[config.mk]
export PLATFORM = sky130hd
export DESIGN_NAME = sw_cmd_sched
export DESIGN_NICKNAME = d
export VERILOG_FILES = /design/src/rtl/sw_pkg.sv /design/src/rtl/sw_lap_fifo.sv /design/src/rtl/sw_cmd_sched.sv
export SDC_FILE = /design/constraint.sdc
export NUM_CORES = 1
export LEC_CHECK = 0
export BUFFER_PORTS_ARGS = -buffer_cell sky130_fd_sc_hd__buf_2
export CAP_MARGIN = 10
export CORE_MARGIN = 2
export CORE_UTILIZATION = 56
export DETAILED_ROUTE_END_ITERATION = 10
export PLACE_DENSITY = 0.84
export SKIP_LAST_GASP = 1
export SLEW_MARGIN = 10
export SYNTH_ARGS = -nofsm -noshare
export SYNTH_HDL_FRONTEND = slang
export SYNTH_SLANG_ARGS = --single-unit
[constraint.sdc]
create_clock -name clk -period 3.2 [get_ports clk]
set_clock_uncertainty 0.15 [all_clocks]
set_input_delay 0.16 -clock clk [delete_from_list [all_inputs] [get_ports clk]]
set_output_delay 0.16 -clock clk [all_outputs]
set_load 0.05 [all_outputs]
[src/rtl/sw_pkg.sv]
// Shared command and state encodings for the stopwatch command scheduler
// and the stopwatch top level.
package sw_pkg;

    typedef enum logic [1:0] {
        CMD_START = 2'b00,
        CMD_STOP  = 2'b01,
        CMD_CLEAR = 2'b10,
        CMD_LAP   = 2'b11
    } cmd_e;

    typedef enum logic [1:0] {
        ST_IDLE  = 2'b00,
        ST_RUN   = 2'b01,
        ST_PAUSE = 2'b10,
        ST_CLR   = 2'b11
    } state_e;

endpackage

[src/rtl/sw_lap_fifo.sv]
// First-word-fall-through lap buffer: DEPTH entries of W bits with push, pop
// and flush. The head word reads as zero while the buffer is empty.
module sw_lap_fifo #(
    parameter int DEPTH = 4,
    parameter int W     = 14
) (
    input  logic         clk,
    input  logic         rst,
    input  logic         i_flush,
    input  logic         i_push,
    input  logic [W-1:0] i_data,
    input  logic         i_pop,
    output logic [W-1:0] o_data,
    output logic         o_empty,
    output logic         o_full
);

    localparam int AW = $clog2(DEPTH);
    localparam int CW = AW + 1;
    localparam logic [CW-1:0] C_FULL = CW'(DEPTH);

    logic [W-1:0]  r_mem [DEPTH];
    logic [AW-1:0] r_wr_ptr;
    logic [AW-1:0] r_rd_ptr;
    logic [CW-1:0] r_count;
    logic          w_push_ok;
    logic          w_pop_ok;

    assign o_empty   = (r_count == '0);
    assign o_full    = (r_count == C_FULL);
    // A pop in the same cycle never makes room for a push into a full buffer.
    assign w_push_ok = i_push && !o_full;
    assign w_pop_ok  = i_pop && !o_empty;
    assign o_data    = o_empty ? '0 : r_mem[r_rd_ptr];

    // NOTE: storage has no reset; validity is tracked by r_count alone, which keeps it plain RAM.
    always_ff @(posedge clk) begin
        if (w_push_ok) begin
            r_mem[r_wr_ptr] <= i_data;
        end
    end

    // NOTE: state is updated with <= so every register sees pre-edge values of the others.
    always_ff @(posedge clk) begin
        if (rst || i_flush) begin
            r_wr_ptr <= '0;
            r_rd_ptr <= '0;
            r_count  <= '0;
        end else begin
            if (w_push_ok) r_wr_ptr <= r_wr_ptr + 1'b1;
            if (w_pop_ok)  r_rd_ptr <= r_rd_ptr + 1'b1;
            case ({w_push_ok, w_pop_ok})
                2'b10:   r_count <= r_count + 1'b1;
                2'b01:   r_count <= r_count - 1'b1;
                default: r_count <= r_count;
            endcase
        end
    end

endmodule

[src/rtl/sw_cmd_sched.sv]
// Round-robin command scheduler for the stopwatch: grants one requester per
// cycle, issues registered start/stop/reset pulses and records lap times.
module sw_cmd_sched #(
    parameter int LAP_DEPTH = 4,
    parameter int MIN_W     = 8,
    parameter int SEC_W     = 6
) (
    input  logic             clk,
    input  logic             rst,
    input  logic [1:0]       req_valid,
    input  logic [1:0]       req_cmd0,
    input  logic [1:0]       req_cmd1,
    output logic [1:0]       req_ready,
    output logic             sw_start,
    output logic             sw_stop,
    output logic             sw_reset,
    input  logic [MIN_W-1:0] sw_mins,
    input  logic [SEC_W-1:0] sw_secs,
    output logic [1:0]       state,
    output logic             cmd_err,
    output logic             lap_empty,
    output logic [MIN_W-1:0] lap_mins,
    output logic [SEC_W-1:0] lap_secs,
    input  logic             lap_rd,
    output logic             lap_ovf
);
    import sw_pkg::*;

    localparam int LW = MIN_W + SEC_W;

    state_e        r_state;
    logic          r_start, r_stop, r_reset, r_err;
    logic          r_last;
    logic          r_ovf;

    state_e        w_nxt;
    logic          w_start, w_stop, w_reset, w_err;
    logic          w_push, w_flush;
    logic [1:0]    w_gnt;
    logic          w_any, w_open, w_accept, w_sel;
    cmd_e          w_cmd;
    logic [LW-1:0] w_head;
    logic          w_full;

    // Arbiter: contention goes to the requester not served last.
    always_comb begin
        w_any    = |req_valid;
        w_open   = !rst && (r_state != ST_CLR);
        w_gnt    = (&req_valid) ? (r_last ? 2'b01 : 2'b10) : req_valid;
        w_accept = w_open && w_any;
        w_sel    = w_gnt[1];
        w_cmd    = w_sel ? cmd_e'(req_cmd1) : cmd_e'(req_cmd0);
    end

    assign req_ready = !w_open ? 2'b00 : (w_any ? w_gnt : 2'b11);

    // NOTE: every output of this block gets a default first, so no path can infer a latch.
    always_comb begin
        w_nxt   = r_state;
        w_start = 1'b0;
        w_stop  = 1'b0;
        w_reset = 1'b0;
        w_err   = 1'b0;
        w_push  = 1'b0;
        w_flush = 1'b0;
        case (r_state)
            ST_IDLE: if (w_accept) begin
                case (w_cmd)
                    CMD_START: begin w_start = 1'b1; w_nxt = ST_RUN; end
                    CMD_CLEAR: begin w_reset = 1'b1; w_flush = 1'b1; w_nxt = ST_CLR; end
                    default:   w_err = 1'b1;
                endcase
            end
            ST_RUN: if (w_accept) begin
                case (w_cmd)
                    CMD_STOP:  begin w_stop = 1'b1; w_nxt = ST_PAUSE; end
                    CMD_LAP:   w_push = 1'b1;
                    CMD_CLEAR: begin
                        w_stop  = 1'b1;
                        w_reset = 1'b1;
                        w_flush = 1'b1;
                        w_nxt   = ST_CLR;
                    end
                    default:   w_err = 1'b1;
                endcase
            end
            ST_PAUSE: if (w_accept) begin
                case (w_cmd)
                    CMD_START: begin w_start = 1'b1; w_nxt = ST_RUN; end
                    CMD_LAP:   w_push = 1'b1;
                    CMD_CLEAR: begin w_reset = 1'b1; w_flush = 1'b1; w_nxt = ST_CLR; end
                    default:   w_err = 1'b1;
                endcase
            end
            default: w_nxt = ST_IDLE;
        endcase
    end

    always_ff @(posedge clk) begin
        if (rst) begin
            r_state <= ST_IDLE;
            r_start <= 1'b0;
            r_stop  <= 1'b0;
            r_reset <= 1'b0;
            r_err   <= 1'b0;
            r_last  <= 1'b0;
            r_ovf   <= 1'b0;
        end else begin
            r_state <= w_nxt;
            r_start <= w_start;
            r_stop  <= w_stop;
            r_reset <= w_reset;
            r_err   <= w_err;
            if (w_accept) r_last <= w_sel;
            if (w_flush)                r_ovf <= 1'b0;
            else if (w_push && w_full)  r_ovf <= 1'b1;
        end
    end

    sw_lap_fifo #(
        .DEPTH (LAP_DEPTH),
        .W     (LW)
    ) u_lap_fifo (
        .clk     (clk),
        .rst     (rst),
        .i_flush (w_flush),
        .i_push  (w_push),
        .i_data  ({sw_mins, sw_secs}),
        .i_pop   (lap_rd),
        .o_data  (w_head),
        .o_empty (lap_empty),
        .o_full  (w_full)
    );

    // Reset in the cycle after acceptance cancels a pulse that is already registered.
    assign sw_start = r_start && !rst;
    assign sw_stop  = r_stop  && !rst;
    assign sw_reset = r_reset && !rst;
    assign cmd_err  = r_err   && !rst;
    assign state    = r_state;
    assign lap_ovf  = r_ovf;
    assign lap_mins = w_head[LW-1:SEC_W];
    assign lap_secs = w_head[SEC_W-1:0];

endmodule

### After elaboration in Yosys (flattened, before gate mapping)

Memory sizes are Yosys's and may differ from the RTL's. A register that Yosys moved wholly into a read port is not among the register bits.
Cells that the tools add are included.

* add/subtract/negate cells: 4
* multipliers: 0
* divide/modulo/power cells: 0
* order comparisons: 0
* equality and inequality tests: 13
* shift-type cells: 0
* multiplexer cells: 31
* bitwise gates (word level): 3
* reductions and logical operators: 30

Operators with widths (number)
* two-way mux 2 bit: 9
* two-way mux 1 bit: 16
* OR reduction 3 bit: 5
* two-way mux 14 bit: 1
* one-hot mux 2 bit (2 select lines): 3
* OR reduction 2 bit: 6
* logical AND 1 bit: 9
* equality test 2 bit, second input constant: 4
* equality test 2 x 1 -> 1 bit, second input constant: 3
* one-hot mux 3 bit (2 select lines): 1
* adder 2 x 1 -> 2 bit, second input constant: 2
* logical NOT 2 bit: 2
* inequality test 2 bit, second input constant: 2
* AND reduction 4 bit: 1
* adder 3 x 1 -> 3 bit, second input constant: 1
* equality test 3 bit, second input constant: 1
* logical NOT 1 bit: 3
* logical NOT 3 bit: 1
* inequality test 3 x 1 -> 1 bit, second input constant: 1
* inequality test 3 x 2 -> 1 bit, second input constant: 1
* inverter 1 bit: 3
* one-hot mux 1 bit (3 select lines): 1
* subtractor 3 x 1 -> 3 bit, second input constant: 1
* inequality test 2 x 1 -> 1 bit, second input constant: 1
* 3 further kinds: 3

* bits in registers: 15
* latch bits: 0
* RAM bits: 56
* memory bits (read-only): 0
* input port bits: 23
* output and inout port bits: 24
* word-level logic and storage cells: 92
* memories kept: 1

Memories
* u_lap_fifo.r_mem: words 4, bits a word 14, rd ports 1, clocked after Yosys merged registers in 1, write ports 1, RTL line sw_lap_fifo.sv:22 `logic [W-1:0] r_mem [DEPTH];`

### Logic depth before layout (Yosys ltp)

Gate-level depths: netlist of the first run.

* depth after elaboration: 10
* mapped depth: 12
* mapped depth without buffers: 12

### Cells and area by module

From an unflattened synthesis of the first run, not the netlist that was laid out.

* cells, all modules: 211
* area total of the unflattened synthesis: 3248.1 µm²

Modules (own cells, without submodules)
* sw_lap_fifo: times used 1, cells each 144, area each 2623.8 µm², sequential area each 1861.8 µm²
* sw_cmd_sched: times used 1, cells each 67, area each 624.3 µm², sequential area each 160.2 µm²

### Worst setup path after synthesis of the first run

Ideal clock, no wire load.

* path kind: reg2reg
* from: register r_state[0] (netlist: state[0])
* to: register u_lap_fifo.r_count[2]
* library setup time: 0.070 ns
* data arrival time: 2.686 ns
* required time: 2.980 ns
* setup slack: 0.294 ns
* cell stages (with the launch flop): 12
* buffers on the path: 0
* cells stage by stage: dfxtp_1 > inv_1 > ha_1 > nand2_1 > nor4_4 > inv_1 > ha_1 > inv_1 > fa_1 > xor2_1 > or3_1 > a21oi_1

* cells in the longest elaborated chain, start to end: 8

RTL lines
* start, declared: RTL line sw_cmd_sched.sv:31 `state_e r_state;`
* start signal, assigned: RTL line sw_cmd_sched.sv:109 `r_state <= w_nxt;`
* inequality test 2 bit: RTL line sw_cmd_sched.sv:48 `w_open = !rst && (r_state != ST_CLR);`
* logical AND 1 bit: RTL line sw_cmd_sched.sv:48
* logical AND 1 bit: RTL line sw_cmd_sched.sv:50 `w_accept = w_open && w_any;`
* two-way mux 1 bit: RTL line sw_cmd_sched.sv:87 `ST_PAUSE: if (w_accept) begin`
* two-way mux 1 bit
* logical AND 1 bit: RTL line sw_lap_fifo.sv:32 `assign w_push_ok = i_push && !o_full;`
* equality test 2 x 1 -> 1 bit / equality test 2 bit (equally long branches): RTL line sw_lap_fifo.sv:52 `case ({w_push_ok, w_pop_ok})`
* one-hot mux 3 bit (2 select lines) / nonzero test 2 bit (equally long branches)
* end signal, assigned: RTL line sw_lap_fifo.sv:53 `2'b10: r_count <= r_count + 1'b1;`
* end signal, assigned: RTL line sw_lap_fifo.sv:54 `2'b01: r_count <= r_count - 1'b1;`
* end signal, assigned: RTL line sw_lap_fifo.sv:55 `default: r_count <= r_count;`
* end, declared: RTL line sw_lap_fifo.sv:25 `logic [CW-1:0] r_count;`

Several ways; a longest one is shown, not always the timed one.
A chain may end at the register's enable or synchronous reset.

### Worst setup path after layout of the first run

* from: input req_valid[0]
* to: register u_lap_fifo.r_count[2]

* cells in the longest elaborated chain, start to end: 10

RTL lines
* start, declared: RTL line sw_cmd_sched.sv:10 `input logic [1:0] req_valid,`
* AND reduction 2 bit: RTL line sw_cmd_sched.sv:49 `w_gnt = (&req_valid) ? (r_last ? 2'b01 : 2'b10) : req_valid;`
* two-way mux 2 bit: RTL line sw_cmd_sched.sv:49
* two-way mux 2 bit: RTL line sw_cmd_sched.sv:52 `w_cmd = w_sel ? cmd_e'(req_cmd1) : cmd_e'(req_cmd0);`
* equality test 2 bit: RTL line sw_cmd_sched.sv:75, sw_cmd_sched.sv:88
* two-way mux 1 bit: RTL line sw_cmd_sched.sv:75, sw_cmd_sched.sv:88
* two-way mux 1 bit: RTL line sw_cmd_sched.sv:87
* two-way mux 1 bit
* logical AND 1 bit: RTL line sw_lap_fifo.sv:32
* equality test 2 x 1 -> 1 bit / equality test 2 bit (equally long branches): RTL line sw_lap_fifo.sv:52
* one-hot mux 3 bit (2 select lines) / nonzero test 2 bit (equally long branches)

Several ways; a longest one is shown, not always the timed one.

==> results of run 1 <==
[registers in the layout (all words and copies together), names as in the netlist, 2 cells and up, named ones only]
name	cells
u_lap_fifo.r_count	3
u_lap_fifo.r_mem	56
state	2
u_lap_fifo.r_wr_ptr	2
u_lap_fifo.r_rd_ptr	2
[logic make-up (layout without fill, tap and decap cells)]
logic type / count (synthesis) / count (layout) / synth area share
AOI/OAI and AO/OA: 14 / 14 / 0.0345
xor gates and xnor gates: 5 / 5 / 0.0137
buffers and inverters: 18 / 92 / 0.0251
and+or+nand+nor: 57 / 57 / 0.106
DFF: 73 / 73 / 0.633
adders and majority gates: 17 / 17 / 0.0689
muxes: 20 / 20 / 0.119
[routing by layer]
metal	vias up	global-route usage
met4	0	0.0569
met3	6	0.0452
li1	881	-
met1	913	0.225
met5	-	0
met2	46	0.367
[area by class of cell]
cell class              instances  share of cell area
repair buffers                 64               0.106
flip-flops and latches         73               0.528
well taps                      72              0.0235
clock inverters                 4             0.00621
inverters                      12              0.0118
clock buffers                  12              0.0353
multi-input cells             113               0.290
[per-stage QoR]
stage               instances  hold slack, ns
global route              350           0.129
CTS                       350          0.0933
floorplan                 204           0.109
detailed placement        318           0.234
finish                    350          0.0998
global placement          318           0.224
[worst paths after layout]
path | from | end | slack [ns] | cells after the start
min reg2reg | lap_ovf | lap_ovf | 0.34 | 2
max | req_valid[0] | u_lap_fifo.r_count[2] | 0.14 | 14
min | rst | state[1] | 0.1 | 3
max reg2reg | r_last | u_lap_fifo.r_count[2] | 0.34 | 12
[synth_stat cells, types with 2 or more instances]
| cell type | number |
|---|---|
| clkbuf_1 | 3 |
| mux4_2 | 14 |
| dfxtp_1 | 17 |
| o31ai_2 | 2 |
| nand2_1 | 2 |
| and2_2 | 4 |
| mux2_1 | 2 |
| mux2_2 | 2 |
| mux2i_1 | 2 |
| nor2_1 | 18 |
| xor2_1 | 3 |
| a21oi_1 | 4 |
| nor2_2 | 2 |
| xnor2_1 | 2 |
| or2_1 | 2 |
| nand2b_1 | 2 |
| nor2b_1 | 19 |
| inv_1 | 12 |
| edfxtp_1 | 56 |
| ha_1 | 16 |
[critical path: stages]
cell	delay [ns]
dlygate4sd3_1	0.53
buf_2	0.16
a21boi_4	0.19
mux2_2	0.39
ha_1	0.22
nand2_2	0.09
nor4_4	0.06
inv_1	0.08
ha_1	0.17
inv_1	0.07
fa_1	0.42
xor2_1	0.15
or3_1	0.31
a21oi_1	0.16
[power groups by stage]
stage	combinational, mW	clock [mW]	sequential (mW)
after detailed placement	0.384	0	1.09
final	0.405	0.588	1.07
after global routing	0.440	0.638	1.08
after global placement	0.376	0	1.09
after floorplan	0.260	0	1.12
after CTS	0.401	0.601	1.07
[placed cells by master (no fill, tap or decap), types with 2 or more instances in the layout]
cell type      Yosys  routed
mux2_1             2       2
dlygate4sd3_1      0      16
nor2b_1           19      19
buf_2              1      46
inv_1             12      12
mux2i_1            2       2
clkbuf_8           0       9
edfxtp_1          56      56
mux4_2            14      14
buf_4              1       2
dfxtp_1           17      17
o31ai_2            2       2
clkinv_2           0       3
xnor2_1            2       2
and2_2             4       4
nor2_1            18      18
a21oi_1            4       4
clkbuf_1           3       3
nand2b_1           2       2
ha_1              16      16
nor2_2             2       2
xor2_1             3       3
or2_1              2       2
[timing repair]
action / CTS / global route
hold buffers: 16 / 0
gates resized for setup: 0 / 4
endpoints found under the setup margin: 0 / 1
endpoints found under the hold margin: 57 / 0
==> results.tsv, run 1 <==
stage	metric	value	unit
place	IO buf count	46	
timing	final setup margin	0.144	ns
pwr	leakage power	1.42	nW
worst_setup_path	crit path max fanout	7	
yosys	Synth area leaders	edfxtp_1, dfxtp_1, mux4_2	
clocking	CTS tree	yes	
yosys	sequential fraction of the synthesis area	0.633	
place	post-place instance area	0.00349	mm²
worst_setup_path	CP Data Required Time	3.30	ns
finish	Final #Nets	313	
routing	top sig layer	met4	
clocking	CTS root buffer	clkbuf_8	
routing	M1 wire length	2350	µm
global_routing	largest net degree at the start of global routing	18	
clocking	clock sink total	73	
routing	First-pass DRT Iterations	4	
die	Initial Util	0.580	
finish	layout cells sized above 1	0.327	
die	die area	0.00632	mm²
finish	FILL cells	378	
run	max_cap viols	0	
routing	1st-iter DRT viols	125	
timing	slew margin rel.	0.480	
clocking	worst-case clock buffer depth	2	
yosys	Mapped Cells	204	
pwr	Sw Ratio	0.286	
clocking	CTS HTree Levels	3	
place	detailed placement HPWL	3880	µm
timing	Peak Freq	327	MHz
yosys	Yosys reg bits	73	
timing	min Tclk post-route	3.06	ns
clocking	Worst-path clk slew	0.07	ns
worst_hold_path	worst min-delay path class	input pin to flip-flop	
yosys	Cell variety after synth	40	
timing	Tcrit/Tclk final	0.955	
global_routing	vias in the first global route	1932	
global_routing	initial antenna violation count	0	
yosys	Async S/R FF share, synth	0	
yosys	top-area cell type share of the netlist area	0.526	
global_routing	grt ovf	0	
pwr	Seq pwr share	0.520	
routing	Vias/cell	5.27	
timing	Final TNS setup	0	ns
finish	antenna cell count	0	
yosys	Yosys top cell by area	edfxtp_1	
routing	vias	1846	
routing	met2 wire length	3100	µm
die	io pins	47	
die	die height	79.5	µm
die	Placeable Area	0.00551	mm²
routing	DRC	0	
timing	unrepaired setup endpoints after global routing	no	
place	Placer Congestion	0.848	
yosys	Syn Nets	244	
yosys	Post-Syn Area per Cell	15.7	µm²
die	Chip Width	79.5	µm
pwr	Sw Pwr	0.591	mW
place	Post-Place Worst Slack	0.219	ns
yosys	Main synth FF type	edfxtp_1	
die	floorplan row count	27	
run_status	status	completed	
routing	WL/cell	16.3	µm
finish	Synth-to-Final Area Change	19.9	%
yosys	synth warn	0	
global_routing	All-Layer GR Usage	0.197	
worst_setup_path	element type at the critical path start	input pin	
timing	Slew @ Worst Pin	0.775	ns
routing	Final Routed Wirelength	5720	µm
yosys	area of the mapped netlist	0.00319	mm²
finish	area of the multi-input gates	0.00111	mm²
worst_setup_path	CP Class	input pin to flip-flop	
yosys	number of synthesized flops with an enable pin	56	
routing	antenna-violating nets left	0	
pwr	Clk pwr share	0.284	
finish	final core utilization	0.696	
timing	final hold violation count	0	
clocking	number of setup buffers added after CTS	0	
worst_setup_path	Worst Path Arrival	3.16	ns
timing	Setup violations, final	0	
clocking	clk_lat worst skew	0.33	ns
pwr	Logic pwr share	0.196	
pwr	Power Dens Cells	540	mW/mm²
pwr	total power	2.07	mW
global_routing	first-pass GRT wire length	9230	µm
clocking	clock buffer count from CTS	9	
pwr	design internal power	1.48	mW
routing	routed wl met3	215	µm
finish	post-route design area	0.00383	mm²
timing	fin. max-slew vios	0	
finish	Reg area	0.00202	mm²
pwr	IR drop worst, VDD	0.000449	V
worst_setup_path	CP endpoint kind	flip-flop	
Power figures use the tool's default switching activity.
==> run 2, diff against run 1 <==
CORE_ASPECT_RATIO = 0.5   (was unset)
CTS_CLUSTER_SIZE = 16   (was unset)
==> results.tsv, run 2 (synthesis results as in run 1) <==
stage	metric	value	unit	change
worst_setup_path	CP Data Required Time	3.30	ns	about the same
timing	Slew @ Worst Pin	0.709	ns	-0.0666 ns
die	Placeable Area	0.00549	mm²	-0.27%
routing	antenna-violating nets left	0		unchanged
timing	final hold violation count	0		unchanged
pwr	design internal power	1.96	mW	+33%
place	Cells after DPL	319		+0.31%
die	io pins	47		unchanged
timing	Peak Freq	343	MHz	+4.8%
die	floorplan row count	19		-30%
worst_setup_path	worst flop-to-flop path endpoint	u_lap_fifo.r_count[2]		
finish	Post-Layout Cell Count	350		unchanged
pwr	leakage power	1.49	nW	+4.5%
finish	Reg area	0.00202	mm²	unchanged
timing	Setup violations, final	0		unchanged
die	die area	0.00636	mm²	+0.58%
finish	FILL cells	351		-7.1%
place	Post-Place Worst Slack	0.190	ns	-0.0296 ns
worst_setup_path	Setup crit end	u_lap_fifo.r_count[2]		
global_routing	first-pass GRT wire length	9360	µm	+1.4%
die	die height	57.4	µm	-28%
die	Chip Width	111	µm	+39%
global_routing	initial antenna violation count	0		unchanged
worst_setup_path	setup slack, reg-to-reg	0.29	ns	-0.05 ns
global_routing	vias in the first global route	1945		+0.67%
global_routing	grt ovf	0		unchanged
routing	Vias/cell	5.27		about the same
routing	Final Routed Wirelength	5770	µm	+0.94%
timing	Tcrit/Tclk final	0.911		-0.0441
worst_setup_path	CP endpoint kind	flip-flop		
clocking	CTS tree	yes		
finish	final core utilization	0.727		+0.0315
routing	WL/cell	16.5	µm	+0.94%
clocking	number of setup buffers added after CTS	0		unchanged
routing	DRC	0		unchanged
finish	biggest regs	u_lap_fifo.r_mem (56), u_lap_fifo.r_count (3)		
finish	layout cells sized above 1	0.332		+0.00479
worst_setup_path	crit path max fanout	7		unchanged
pwr	Seq pwr share	0.412		-0.108
clocking	clock buffer count from CTS	9		unchanged
timing	slew margin rel.	0.527		+0.0469
finish	commonest non-fill, non-tap cells in the layout	edfxtp_1, buf_2, nor2b_1		
timing	final setup margin	0.285	ns	+0.141 ns
pwr	IR drop worst, VDD	0.000367	V	-18%
clocking	CTS HTree Levels	3		unchanged
clocking	Worst-path clk slew	0.05	ns	-0.02 ns
routing	First-pass DRT Iterations	4		unchanged
timing	Final TNS setup	0	ns	unchanged
finish	commonest non-fill, non-tap cell in the layout	edfxtp_1		
worst_setup_path	RR Startpoint	r_last		
finish	Synth-to-Final Area Change	25.0	%	
worst_setup_path	CP Class	flip-flop to flip-flop		
finish	flip-flop count of the largest register after layout	56		unchanged
clocking	clock sink total	73		unchanged
worst_setup_path	Worst Path Arrival	3.02	ns	-0.14 ns
run	max_cap viols	0		unchanged
pwr	Sw Ratio	0.249		-0.0374
place	detailed placement HPWL	3420	µm	-12%
worst_setup_path	R2R cell count	12		unchanged
timing	unrepaired setup endpoints after global routing	no		
global_routing	All-Layer GR Usage	0.200		+0.00267
clocking	CTS root buffer	clkbuf_16		
die	Initial Util	0.582		+0.00159
finish	antenna cell count	0		unchanged
pwr	Clk pwr share	0.436		+0.152
finish	Final #Nets	312		-0.32%
timing	min Tclk post-route	2.91	ns	-0.141 ns
global_routing	largest net degree at the start of global routing	18		unchanged
pwr	Power Dens Cells	653	mW/mm²	+21%
routing	1st-iter DRT viols	91		-27%
timing	fin. max-slew vios	0		unchanged
worst_hold_path	worst min-delay path class	input pin to flip-flop		
worst_setup_path	element type at the critical path start	flip-flop		
pwr	total power	2.61	mW	+26%
run_status	status	completed		
finish	area of the multi-input gates	0.00110	mm²	-1.2%
routing	vias	1845		-0.054%
clocking	worst-case clock buffer depth	2		unchanged
place	Placer Congestion	0.821		-3.2%
pwr	Sw Pwr	0.648	mW	+9.6%
place	IO buf count	46		unchanged
clocking	clk_lat worst skew	0.32	ns	about the same
pwr	Logic pwr share	0.152		-0.044
worst_setup_path	Critical Path Start	r_last		
finish	Biggest register	u_lap_fifo.r_mem		
run 2: cell count changes in the layout (fill, tap and decap cells not counted), moves of 2 or more:
cell / change
clkbuf_1: -2
clkinv_2: -3
clkbuf_16: +9
bufinv_16: +3
clkbuf_8: -9
run 2: worst min-delay path by stage:
stage | startpoint | endpoint | slack (ns) | cells after the start
2_1_floorplan | sw_secs[0] | u_lap_fifo.r_mem[0][0] | 0.11 | 0
3_3_place_gp | sw_mins[4] | u_lap_fifo.r_mem[2][10] | 0.22 | 1
3_5_place_dp | sw_secs[4] | u_lap_fifo.r_mem[2][4] | 0.23 | 1
4_1_cts | rst | r_last | 0.002 | 2
5_1_grt | rst | r_last | 0.02 | 2
6_report | rst | r_last | 0.007 | 2
run 2: area by class of cell:
class	instances	area share
inverters	12	0.0113
flip-flops and latches	73	0.506
clock buffers	10	0.0573
clock inverters	6	0.0288
multi-input cells	113	0.274
well taps	73	0.0229
repair buffers	63	0.0990
run 2: stage by stage:
| stage | instance area (µm²) | hold WS (ns) |
|---|---|---|
| finish | 3990 | 0.00658 |
| global route | 3990 | 0.0153 |
| floorplan | 3190 | 0.109 |
| global placement | 3500 | 0.220 |
| CTS | 3990 | 0.00233 |
| detailed placement | 3500 | 0.229 |
run 2: what timing repair did:
action / in CTS / in global routing
endpoints found under the hold margin: 57 / 0
hold buffers: 15 / 0
endpoints found under the setup margin: 0 / 1
resized for setup: 0 / 1
run 2: critical path, stage by stage (launching register included):
cell      delay (ns)
dfxtp_1         0.33
a21boi_2        0.18
mux2_2          0.41
ha_1            0.23
nand2_1         0.11
nor4_4          0.07
inv_1           0.08
ha_1            0.17
inv_1           0.08
fa_1            0.43
xor2_1          0.16
or3_1           0.30
a21oi_1         0.14
run 2: power groups by stage:
| stage | registers [mW] | clock network (mW) | logic (mW) |
|---|---|---|---|
| after detailed placement | 1.09 | 0 | 0.381 |
| after floorplan | 1.12 | 0 | 0.260 |
| after global placement | 1.09 | 0 | 0.373 |
| after CTS | 1.07 | 1.16 | 0.401 |
| after global routing | 1.08 | 1.19 | 0.433 |
| final | 1.07 | 1.14 | 0.397 |
run 2: routing by layer:
metal	track usage	routed length (µm)	vias up
li1	-	-	885
met1	0.223	2400	897
met2	0.374	3020	54
met3	0.0606	279	9
met4	0.0714	76	0
met5	0	0	-
==> run 3, diff against run 2 <==
PLACE_DENSITY = 0.78   (was 0.84)
TNS_END_PERCENT = 50   (was unset)
==> results.tsv, run 3 (synthesis results as in run 1) <==
stage	metric	value	unit	change
run_status	status	completed		
worst_setup_path	Crit-path slowest cell	dlygate4sd3_1		
routing	First-pass DRT Iterations	4		unchanged
clocking	clock buffer count from CTS	9		unchanged
timing	Slew @ Worst Pin	0.699	ns	-0.00996 ns
finish	biggest regs	u_lap_fifo.r_mem (56), u_lap_fifo.r_count (3)		
die	io pins	47		unchanged
timing	unrepaired setup endpoints after global routing	no		
routing	WL/cell	15.8	µm	-4.5%
worst_setup_path	Worst Path Arrival	3.11	ns	+0.09 ns
pwr	Power Dens Cells	610	mW/mm²	-6.6%
worst_setup_path	CP endpoint kind	flip-flop		
worst_setup_path	Top cell by count, worst path	inv_1		
finish	Biggest register	u_lap_fifo.r_mem		
timing	Tcrit/Tclk final	0.937		+0.0262
worst_setup_path	ordered list of cells on the worst path	dlygate4sd3_1 -> buf_2 -> a21boi_4 -> mux2_4 -> ha_1 -> nand2_2 -> nor4_4 -> inv_1 -> ha_2 -> inv_1 -> fa_1 -> xor2_1 -> or3_1 -> a21oi_1		
finish	commonest non-fill, non-tap cells in the layout	edfxtp_1, buf_2, nor2b_1		
global_routing	GR peak layer	met2		
place	detailed placement HPWL	3540	µm	+3.5%
timing	slew margin rel.	0.531		+0.00448
finish	FILL cells	357		+1.7%
die	Initial Util	0.582		unchanged
routing	1st-iter DRT viols	56		-38%
timing	min Tclk post-route	3.00	ns	+0.0837 ns
routing	vias	1820		-1.4%
global_routing	grt ovf	0		unchanged
place	IO buf count	46		unchanged
timing	Final TNS setup	0	ns	unchanged
worst_setup_path	slowest stage delay, CP	0.53	ns	+0.10 ns
worst_setup_path	CP Data Required Time	3.31	ns	about the same
worst_setup_path	crit path max fanout	7		unchanged
clocking	clk_lat worst skew	0.33	ns	about the same
routing	antenna-violating nets left	0		unchanged
global_routing	first-pass GRT wire length	9070	µm	-3.1%
clocking	CTS tree	yes		
place	Cells after DPL	319		unchanged
routing	DRC	0		unchanged
timing	fin. max-slew vios	0		unchanged
finish	commonest non-fill, non-tap cell in the layout	edfxtp_1		
finish	layout cells sized above 1	0.343		+0.0108
global_routing	initial antenna violation count	0		unchanged
finish	Post-Layout Cell Count	350		unchanged
pwr	leakage power	1.47	nW	-1.0%
finish	Synth-to-Final Area Change	23.9	%	
worst_hold_path	worst min-delay path class	input pin to flip-flop		
place	Post-Place Worst Slack	0.203	ns	+0.0134 ns
clocking	worst-case clock buffer depth	2		unchanged
worst_setup_path	CP Class	input pin to flip-flop		
run	max_cap viols	0		unchanged
clocking	CTS root buffer	clkbuf_16		
worst_setup_path	element type at the critical path start	input pin		
global_routing	routing usage on met1	0.220		-0.00329
global_routing	vias in the first global route	1940		-0.26%
die	die area	0.00636	mm²	unchanged
clocking	CTS HTree Levels	3		unchanged
finish	Final #Nets	312		unchanged
clocking	Worst-path clk slew	0.06	ns	about the same
finish	flip-flop count of the largest register after layout	56		unchanged
die	Chip Width	111	µm	unchanged
global_routing	met2 GRT Util	0.350		-0.0245
clocking	number of setup buffers added after CTS	0		unchanged
global_routing	met3 Track Usage GR	0.0606		unchanged
timing	Setup violations, final	0		unchanged
place	Placer Congestion	0.805		-1.9%
die	die height	57.4	µm	unchanged
die	floorplan row count	19		unchanged
timing	final setup margin	0.202	ns	-0.0837 ns
clocking	clock sink total	73		unchanged
global_routing	largest net degree at the start of global routing	18		unchanged
global_routing	All-Layer GR Usage	0.193		-0.00687
timing	final hold violation count	0		unchanged
timing	Peak Freq	334	MHz	-2.8%
routing	Vias/cell	5.20		-1.4%
routing	Final Routed Wirelength	5520	µm	-4.5%
finish	antenna cell count	0		unchanged
die	Placeable Area	0.00549	mm²	unchanged
pwr	IR drop worst, VDD	0.000374	V	+1.9%
## run 3: changes by cell type in the layout (fill, tap and decap cells not counted), sizes merged
cell      change
bufinv        -3
clkbuf        -1
clkinvlp      +1
inv           +3
## run 3: final cells by class
class / count / area, µm² / share of cell area
flip-flops and latches: 73 / 2020 / 0.511
multi-input cells: 113 / 1120 / 0.282
repair buffers: 63 / 395 / 0.0999
clock buffers: 9 / 225 / 0.0569
well taps: 73 / 91.3 / 0.0231
clock inverters: 7 / 61.3 / 0.0155
inverters: 12 / 45.0 / 0.0114
## run 3: per-stage QoR
step / instance area [µm²] / util / hold WS (ns) / power [mW]
global placement: 3500 / 0.637 / 0.220 / 1.47
global route: 3960 / 0.720 / 0.0260 / 2.51
finish: 3960 / 0.720 / 0.0173 / 2.41
detailed placement: 3500 / 0.637 / 0.227 / 1.47
CTS: 3930 / 0.716 / 0.00566 / 2.43
floorplan: 3190 / - / 0.109 / 1.38
## run 3: worst paths after layout
| check | start | endpoint | slack [ns] | cells after the start |
|---|---|---|---|---|
| worst max register to register | r_last | u_lap_fifo.r_count[2] | 0.34 | 12 |
| worst max-delay path | req_valid[0] | u_lap_fifo.r_count[2] | 0.20 | 14 |
| worst min-delay path | rst | r_last | 0.02 | 2 |
| worst min register to register | lap_ovf | lap_ovf | 0.36 | 2 |
## run 3: worst max-delay path, delay by kind of cell
kind	cells	cell delay (ns)
AND/OR/NAND/NOR	3	0.45
multiplexers	1	0.35
adder cells (fa/ha/maj)	3	0.84
XOR/XNOR	1	0.16
buffers and inverters	4	0.83
AO/OA/AOI/OAI	2	0.31
## run 3: metal layers
layer | routed length [µm] | up-vias
li1 | - | 887
met1 | 2380 | 877
met2 | 2830 | 46
met3 | 206 | 10
met4 | 103 | 0
met5 | 0 | -
## run 3: power breakdown
group | total (mW) | internal [mW] | switching, mW
Combinational | 0.400 | 0.145 | 0.255
Sequential | 1.08 | 1.05 | 0.0232
Clock | 0.938 | 0.539 | 0.400
## run 3: timing repair
| action | 4_1_cts | 5_1_grt |
|---|---|---|
| endpoints found under the setup margin | 0 | 1 |
| hold buffers | 15 | 0 |
| resized for setup | 0 | 6 |
| endpoints found under the hold margin | 57 | 0 |
